`src/rtl/bp_cfg_boot_sequencer.sv`:
```
// Boot-time config sequencer: freezes, numbers and points every core tile at the boot PC, then unfreezes all tiles.
// Optional macro BP_CFG_BOOT_SEQ_ICACHE_CLEAR_EN inserts an ICACHE_CLR write between CORE_ID and NPC for each tile.
module bp_cfg_boot_sequencer #(
    parameter int                       num_core_p       = 1,
    parameter int                       cfg_addr_width_p = 16,
    parameter int                       cfg_data_width_p = 64,
    parameter int                       vaddr_width_p    = 39,
    parameter logic [vaddr_width_p-1:0] boot_pc_p        = 39'h00_8000_0000,
    parameter int                       max_credits_p    = 8,
    localparam int                      tile_width_lp    = (num_core_p > 1) ? $clog2(num_core_p) : 1,
    localparam int                      cred_width_lp    = $clog2(max_credits_p + 1)
) (
    input  logic                        clk_i,
    input  logic                        reset_n_i,
    input  logic                        start_i,
    output logic                        cfg_v_o,
    input  logic                        cfg_ready_i,
    output logic [tile_width_lp-1:0]    cfg_tile_o,
    output logic [cfg_addr_width_p-1:0] cfg_addr_o,
    output logic [cfg_data_width_p-1:0] cfg_data_o,
    input  logic                        cfg_resp_v_i,
    output logic                        busy_o,
    output logic                        done_o,
    output logic                        err_o
);

    localparam logic [cfg_addr_width_p-1:0] addr_freeze_lp  = cfg_addr_width_p'(16'h0001);
    localparam logic [cfg_addr_width_p-1:0] addr_core_id_lp = cfg_addr_width_p'(16'h0002);
    localparam logic [cfg_addr_width_p-1:0] addr_npc_lp     = cfg_addr_width_p'(16'h0010);
`ifdef BP_CFG_BOOT_SEQ_ICACHE_CLEAR_EN
    localparam logic [cfg_addr_width_p-1:0] addr_icache_lp  = cfg_addr_width_p'(16'h0020);
`endif
    localparam logic [tile_width_lp-1:0]    last_tile_lp    = tile_width_lp'(num_core_p - 1);
    localparam logic [cred_width_lp-1:0]    max_cred_lp     = cred_width_lp'(max_credits_p);

    typedef enum logic [2:0] {
        ST_IDLE,
        ST_FREEZE,
        ST_CORE_ID,
`ifdef BP_CFG_BOOT_SEQ_ICACHE_CLEAR_EN
        ST_ICACHE_CLR,
`endif
        ST_NPC,
        ST_DRAIN,
        ST_UNFREEZE,
        ST_DONE
    } state_e;

    state_e                      state_q, state_d;
    logic [tile_width_lp-1:0]    tile_q, tile_d;
    logic [cred_width_lp-1:0]    credits_q, credits_d;
    logic                        cfg_v_q, cfg_v_d;
    logic [cfg_addr_width_p-1:0] addr_q, addr_d;
    logic [cfg_data_width_p-1:0] data_q, data_d;
    logic                        busy_q, busy_d;
    logic                        done_q, done_d;
    logic                        err_q, err_d;
    logic                        hs;

    always_comb begin
        state_d   = state_q;
        tile_d    = tile_q;
        credits_d = credits_q;
        cfg_v_d   = cfg_v_q;
        addr_d    = addr_q;
        data_d    = data_q;
        busy_d    = busy_q;
        done_d    = done_q;
        err_d     = err_q;
        hs        = cfg_v_q && cfg_ready_i;

        // A response with nothing outstanding is dropped and flagged; sequencing carries on.
        if (hs && !cfg_resp_v_i) begin
            credits_d = credits_q + cred_width_lp'(1);
        end else if (!hs && cfg_resp_v_i) begin
            if (credits_q == '0) err_d = 1'b1;
            else                 credits_d = credits_q - cred_width_lp'(1);
        end

        case (state_q)
            ST_IDLE: begin
                if (start_i) begin
                    state_d = ST_FREEZE;
                    tile_d  = '0;
                    busy_d  = 1'b1;
                end
            end
            ST_FREEZE:  if (hs) state_d = ST_CORE_ID;
`ifdef BP_CFG_BOOT_SEQ_ICACHE_CLEAR_EN
            ST_CORE_ID:    if (hs) state_d = ST_ICACHE_CLR;
            ST_ICACHE_CLR: if (hs) state_d = ST_NPC;
`else
            ST_CORE_ID:    if (hs) state_d = ST_NPC;
`endif
            ST_NPC: begin
                if (hs) begin
                    if (tile_q == last_tile_lp) begin
                        state_d = ST_DRAIN;
                    end else begin
                        state_d = ST_FREEZE;
                        tile_d  = tile_q + tile_width_lp'(1);
                    end
                end
            end
            ST_DRAIN: begin
                if (credits_q == '0) begin
                    state_d = ST_UNFREEZE;
                    tile_d  = '0;
                end
            end
            ST_UNFREEZE: begin
                if (hs) begin
                    if (tile_q == last_tile_lp) begin
                        state_d = ST_DONE;
                        busy_d  = 1'b0;
                        done_d  = 1'b1;
                    end else begin
                        tile_d = tile_q + tile_width_lp'(1);
                    end
                end
            end
            ST_DONE: ;
            default: state_d = ST_IDLE;
        endcase

        // A presented write is frozen until accepted; otherwise re-derive it from the next state.
        if (!(cfg_v_q && !cfg_ready_i)) begin
            cfg_v_d = 1'b0;
            addr_d  = '0;
            data_d  = '0;
            case (state_d)
                ST_FREEZE: begin
                    cfg_v_d = (credits_d < max_cred_lp);
                    addr_d  = addr_freeze_lp;
                    data_d  = cfg_data_width_p'(1'b1);
                end
                ST_CORE_ID: begin
                    cfg_v_d = (credits_d < max_cred_lp);
                    addr_d  = addr_core_id_lp;
                    data_d  = cfg_data_width_p'(tile_d);
                end
`ifdef BP_CFG_BOOT_SEQ_ICACHE_CLEAR_EN
                ST_ICACHE_CLR: begin
                    cfg_v_d = (credits_d < max_cred_lp);
                    addr_d  = addr_icache_lp;
                    data_d  = cfg_data_width_p'(1'b1);
                end
`endif
                ST_NPC: begin
                    cfg_v_d = (credits_d < max_cred_lp);
                    addr_d  = addr_npc_lp;
                    data_d  = cfg_data_width_p'(boot_pc_p);
                end
                ST_UNFREEZE: begin
                    cfg_v_d = (credits_d < max_cred_lp);
                    addr_d  = addr_freeze_lp;
                    data_d  = '0;
                end
                default: ;
            endcase
        end
    end

    always_ff @(posedge clk_i) begin
        if (!reset_n_i) begin
            state_q   <= ST_IDLE;
            tile_q    <= '0;
            credits_q <= '0;
            cfg_v_q   <= 1'b0;
            addr_q    <= '0;
            data_q    <= '0;
            busy_q    <= 1'b0;
            done_q    <= 1'b0;
            err_q     <= 1'b0;
        end else begin
            state_q   <= state_d;
            tile_q    <= tile_d;
            credits_q <= credits_d;
            cfg_v_q   <= cfg_v_d;
            addr_q    <= addr_d;
            data_q    <= data_d;
            busy_q    <= busy_d;
            done_q    <= done_d;
            err_q     <= err_d;
        end
    end

    assign cfg_v_o    = cfg_v_q;
    assign cfg_tile_o = tile_q;
    assign cfg_addr_o = addr_q;
    assign cfg_data_o = data_q;
    assign busy_o     = busy_q;
    assign done_o     = done_q;
    assign err_o      = err_q;

endmodule
```
`config.mk`:
```
export PLATFORM = sky130hd
export DESIGN_NAME = bp_cfg_boot_sequencer
export DESIGN_NICKNAME = d
export VERILOG_FILES = /design/src/rtl/bp_cfg_boot_sequencer.sv
export SDC_FILE = /design/constraint.sdc
export NUM_CORES = 1
export LEC_CHECK = 0
export CAP_MARGIN = 10
export CORE_MARGIN = 4
export CORE_UTILIZATION = 35
export DETAILED_ROUTE_END_ITERATION = 8
export PLACE_DENSITY = 0.8
export SYNTH_ARGS = -nofsm -noshare
export SYNTH_HDL_FRONTEND = slang
export SYNTH_SLANG_ARGS = --single-unit
```
`constraint.sdc`:
```
create_clock -name clk_i -period 2 [get_ports clk_i]
set_clock_uncertainty 0.05 [all_clocks]
set_input_delay 0.4 -clock clk_i [delete_from_list [all_inputs] [get_ports clk_i]]
set_output_delay 0.4 -clock clk_i [all_outputs]
set_load 0.02 [all_outputs]
```
Yosys cells after proc, flatten, opt, wreduce, memory -nomap -nowiden:

Cells that the tools add are included.

* register bits after elaboration: 92
* bits in latches: 0
* RAM bits: 0
* memory bits (read-only): 0
* input bits: 5
* output and inout port bits: 85
* word-level logic and storage cells: 68
* memories: 0

* add/subtract/negate cells: 3
* multiply operators: 0
* divide/modulo/power cells: 0
* $lt $le $gt $ge: 1
* equality and inequality tests: 13
* shift-type cells: 0
* multiplexer cells: 24
* bitwise operators: 2
* reduce and logical (&&, ||, !) cells: 16

Operators by type and width (number)
* 32-bit case mux with 3 select lines: 1
* 3-bit two-way mux: 8
* 3-bit case mux with 7 select lines: 1
* 5-bit case mux with 3 select lines: 1
* 3-bit by 2-bit == test with 1-bit output, second input constant: 4
* 3-bit == test, second input constant: 4
* 4-bit two-way mux: 3
* 1-bit two-way mux: 8
* 3-bit by 1-bit == test with 1-bit output, second input constant: 2
* 2-bit != test, second input constant: 3
* 3-bit AND reduction: 2
* 4-bit by 1-bit adder with 4-bit output, second input constant: 1
* 1-bit logical AND: 4
* 4-bit logical NOT: 1
* 4-bit less-than comparator, second input constant: 1
* 4-bit AND reduction: 1
* 2-bit OR reduction: 2
* 4-bit OR reduction: 1
* 4-bit by 1-bit subtractor with 4-bit output, second input constant: 1
* 1-bit logical NOT: 3
* 3-bit logical NOT: 1
* 1-bit case mux with 3 select lines: 1
* 1-bit NOT: 2
* 1-bit case mux with 2 select lines: 1
* 2 further kinds: 2

Logic depth before layout (Yosys ltp):

* depth after elaboration: 7
* gate-level depth with buffers: 7
* gate-level depth less buffers: 7

Worst setup path before layout:

OpenSTA, ideal clock, no wires.

* kind: register to register
* start point: reg cfg_v_q, in the netlist cfg_v_o
* end point: reg addr_q[0], in the netlist cfg_addr_o[0]
* arrival time: 1.656 ns
* setup slack: 0.223 ns
* stages on the path, launching flop included: 6
* buffers on the path: 0
* path through: dfxtp_1 -> nand2_2 -> a2111oi_4 -> a221oi_2 -> or3b_1 -> a21oi_1

* longest elaborated chain between the ends: 6
* elaborated cells between the ends (all ways): 13
* classes of those cells: 4 x eq/ne; 6 x mux; 3 x reduce/logical

RTL lines
* from (decl): RTL line 52 `logic cfg_v_q, cfg_v_d;`
* from (signal assigned): RTL line 179 `cfg_v_q <= cfg_v_d;`
* 1-bit logical AND: RTL line 70 `hs = cfg_v_q && cfg_ready_i;`
* 3-bit two-way mux (on tied branches)
* 3-bit case mux with 7 select lines: RTL line 80 `case (state_q)`
* 3-bit by 1-bit == test with 1-bit output or 3-bit == test (tied branches): RTL line 131 `case (state_d)`
* 2-bit OR reduction (no source line)
* 5-bit case mux with 3 select lines: RTL line 131
* to (signal assigned): RTL line 180 `addr_q <= addr_d;`
* to (decl): RTL line 53 `logic [cfg_addr_width_p-1:0] addr_q, addr_d;`

Parallel ways exist; a longest one is shown, timed or not.
A chain may end at the register's enable or synchronous reset.

Worst setup path in the final report:

* start point: in start_i
* end point: reg addr_q[0], in the netlist cfg_addr_o[0]

* longest elaborated chain between the ends: 5
* elaborated cells between the ends (all ways): 8
* classes of those cells: 4 x eq/ne; 3 x mux; 1 x reduce/logical

RTL lines
* from (decl): RTL line 15 `input logic start_i,`
* 3-bit two-way mux (*): RTL line 82 `if (start_i) begin`
* 3-bit case mux with 7 select lines (*): RTL line 80
* 3-bit by 1-bit == test with 1-bit output or 3-bit == test (tied branches): RTL line 131
* 2-bit OR reduction (no source line)
* 5-bit case mux with 3 select lines (*): RTL line 131

Mark *: on every way between the ends. The rest lies on a longest branch, timed or not.

==> summary.md <==
| Metric | Value |
|---|---|
| RSZ-0062 raised after global routing | no |
| WS Path Type | primary input to flop |
| Final instance area | 1610 µm² |
| ANT nets after route | 0 |
| Count of cell types in the netlist | 44 |
| Setup violators final | 0 |
| Clk pwr share | 13.0% |
| Critical Path Stages | 7 |
| Count of input and output buffers | 14 |
| Final #Nets | 226 |
| Worst setup EP type | flop |
| Reg power frac | 27.5% |
| Synthesized area | 1530 µm² |
| Min-Delay Path Class | flop to flop |
| Post-synth EDFFs | 0 |
| Status | complete, no violations |
| Static Leak | 0.745 nW |
| Post-DP HPWL | 2.27 mm |
| Ant. Diodes | 0 |
| Place WS | -0.249 ns |
| Register area share after synthesis | 22.2% |
| H-tree depth | 1 |
| Vias per cell | 4.13 |
| Fmax | 0.516 GHz |
| Crit path largest cell delay | 0.50 ns |
| Setup crit start kind | primary input |
| P per Cell Area | 1250 nW/µm² |
| Max VDD drop | 599 µV |
| Die Span Y | 74.2 µm |
| DRC viols | 0 |
| Max-Cap Viols | 0 |
| Vias in the first global route | 976 |
| First-pass GRT wire length | 4.35 mm |
| Tmin final | 1.94 ns |
| Synth Area per Inst | 8.15 µm² |
| Core region area | 4120 µm² |
| Postcts setup bufs | 0 |
| Fraction of registers with async set/reset | 0% |
| Die Wd | 74.2 µm |
| Clk Latency, worst-skew pair | 0.25 ns |
| Critical-path cell list | clkdlybuf4s50_1, nor3_1, buf_4, a2111oi_4, a221oi_4, or3b_1, a21oi_1 |
| Worst EP required | 2.14 ns |
| Slowest CP cell | clkdlybuf4s50_1 |
| Area post-placement | 1550 µm² |
| CTS tree | yes |
| Gr ovfl total | 0 |
| Fin worst setup slack | 0.0611 ns |
| Clock sink count | 17 |
| Slew Viols, Final | 0 |
| Number of fill cells in the layout | 424 |
| CTS clock-pin slew for the worst setup and hold paths | 0.06 ns |
| Power, Total | 0.00200 W |
| Comb power frac | 59.6% |
| Main flop type after synthesis | dfxtp_1 |
| Via count | 1102 |
| I/O pin count | 90 |
| Crit path DAT | 2.08 ns |
| Hold Path Depth | 2 |
| Int Pwr | 0.00114 W |
| Most frequent cells in the layout | conb_1, buf_4, dfxtp_1, clkdlybuf4s50_1, a21oi_1 |
| Switching Fraction | 43.0% |
| FF-to-FF path depth | 6 |
| DIE AREA | 5500 µm² |
| Commonest non-fill, non-tap cell in the layout | conb_1 |
| Switching power total | 0.000861 W |
| Cells after Synth | 188 |
| Crit path buf inv count | 2 |
| Max Root-Sink Buffers | 2 |
| Largest net degree at the start of global routing | 13 |
| Routability cong. | 0.840 |
| Starting DRT DRC Count | 22 |
| Layout area overhead | 5.07% |
| Wire per inst | 10.6 µm |
| Crit path max fanout | 7 |
| Fin util | 39.1% |
| Pre-antenna DRT Iters | 4 |
| Yosys warning total | 0 |
| Layout cell share with drive strength beyond 1 | 12.9% |
| FF+latch count, synth | 17 |
| Total Routing Usage GR | 10.2% |
| Clk root buf | clkbuf_8 |
| Routed wire length | 2.84 mm |
| Initial antenna violation count | 0 |
| Tcrit/Tclk final | 96.9% |
| Final hold violations | 0 |
| Cell family contributing the most delay on the critical path | buffers and inverters |
| Row cnt | 23 |
| Total CTS buffers | 3 |
| Initial core utilization | 37.2% |
cells in the mapped netlist (3+ instances only):
cell      instances  area (µm²)
o21a_1            3        22.5
a21oi_1          10        50.1
nor2_1            8        30.0
nand2_1           6        22.5
o21ai_0           5        25.0
dfxtp_1          17         340
nor3_1            4        20.0
nand3_1           3        15.0
a211oi_1          4        30.0
buf_4            75         563
inv_1             5        18.8
ha_1              3        37.5
clkbuf_1          3        11.3
nor2b_1           4        25.0
flip-flops by register name, summed over array words and instances (netlist names):
name	flops
done_o	1
cfg_v_o	1
cfg_data_o	2
err_o	1
busy_o	1
credits_q	4
cfg_addr_o	3
state_q	3
cfg_tile_o	1
repair_timing:
item	in CTS	in global routing
resized for setup	0	3
endpoints found under the setup margin	0	7
hold buffers	0	0
routing by layer:
metal / share of wire, % / wire length (µm) / global-route usage, % / up-vias
met5: 0 / 0 / 0 / -
met1: 41 / 1150 / 12.5 / 500
met3: 9.5 / 269 / 2.43 / 2
li1: - / - / - / 539
met4: 0.95 / 27 / 4.63 / 0
met2: 49 / 1390 / 16.9 / 61
logic make-up (layout without fill, tap and decap cells):
logic type                 count (synthesis)  after routing  share of synthesized area, %
adders and majority gates                  3              3                          2.45
other                                      1             75                         0.245
DFF                                       17             17                          22.2
AOI/OAI and AO/OA                         36             36                          17.3
buffers and inverters                     86             41                          40.5
xor gates and xnor gates                   2              2                          1.14
and+or+nand+nor                           43             43                          16.1
per-stage QoR:
step	hold slack, ns	setup TNS [ns]	instances
after floorplan	0.459	0	262
after global placement	0.400	-1.12	263
after detailed placement	0.407	-1.40	263
after CTS	0.420	0	267
after global routing	0.447	0	267
final	0.415	0	267
final cells by class:
type / instances / area [µm²] / share of cell area [%]
inverters: 5 / 18.8 / 1.17
clock buffers: 4 / 45.0 / 2.80
flip-flops and latches: 17 / 340 / 21.2
repair buffers: 32 / 278 / 17.3
well taps: 50 / 62.6 / 3.89
multi-input cells: 159 / 865 / 53.7
power by group through the flow:
stage	registers, W	clock network [W]	logic, W
after global placement	0.000551	0	0.00113
final	0.000550	0.000260	0.00119
after CTS	0.000546	0.000266	0.00116
after global routing	0.000565	0.000285	0.00132
after detailed placement	0.000551	0	0.00115
after floorplan	0.000596	0	0.000848
worst paths after layout:
check                                       to           start  slack, ns
worst min-delay path            cfg_data_o[31]  cfg_data_o[31]       0.41
worst max register to register   cfg_addr_o[0]    credits_q[1]       0.15
worst min register to register  cfg_data_o[31]  cfg_data_o[31]       0.41
worst max-delay path             cfg_addr_o[0]         start_i       0.06
worst register-to-register path, cell delays in order, from the launching register on:
cell and delay, ns:
dfxtp_1 0.35, inv_1 0.11, ha_1 0.20, nor4b_2 0.38
a221oi_4 0.17, or3b_1 0.40, a21oi_1 0.14
No activity file was read; power rests on OpenSTA's default activity.
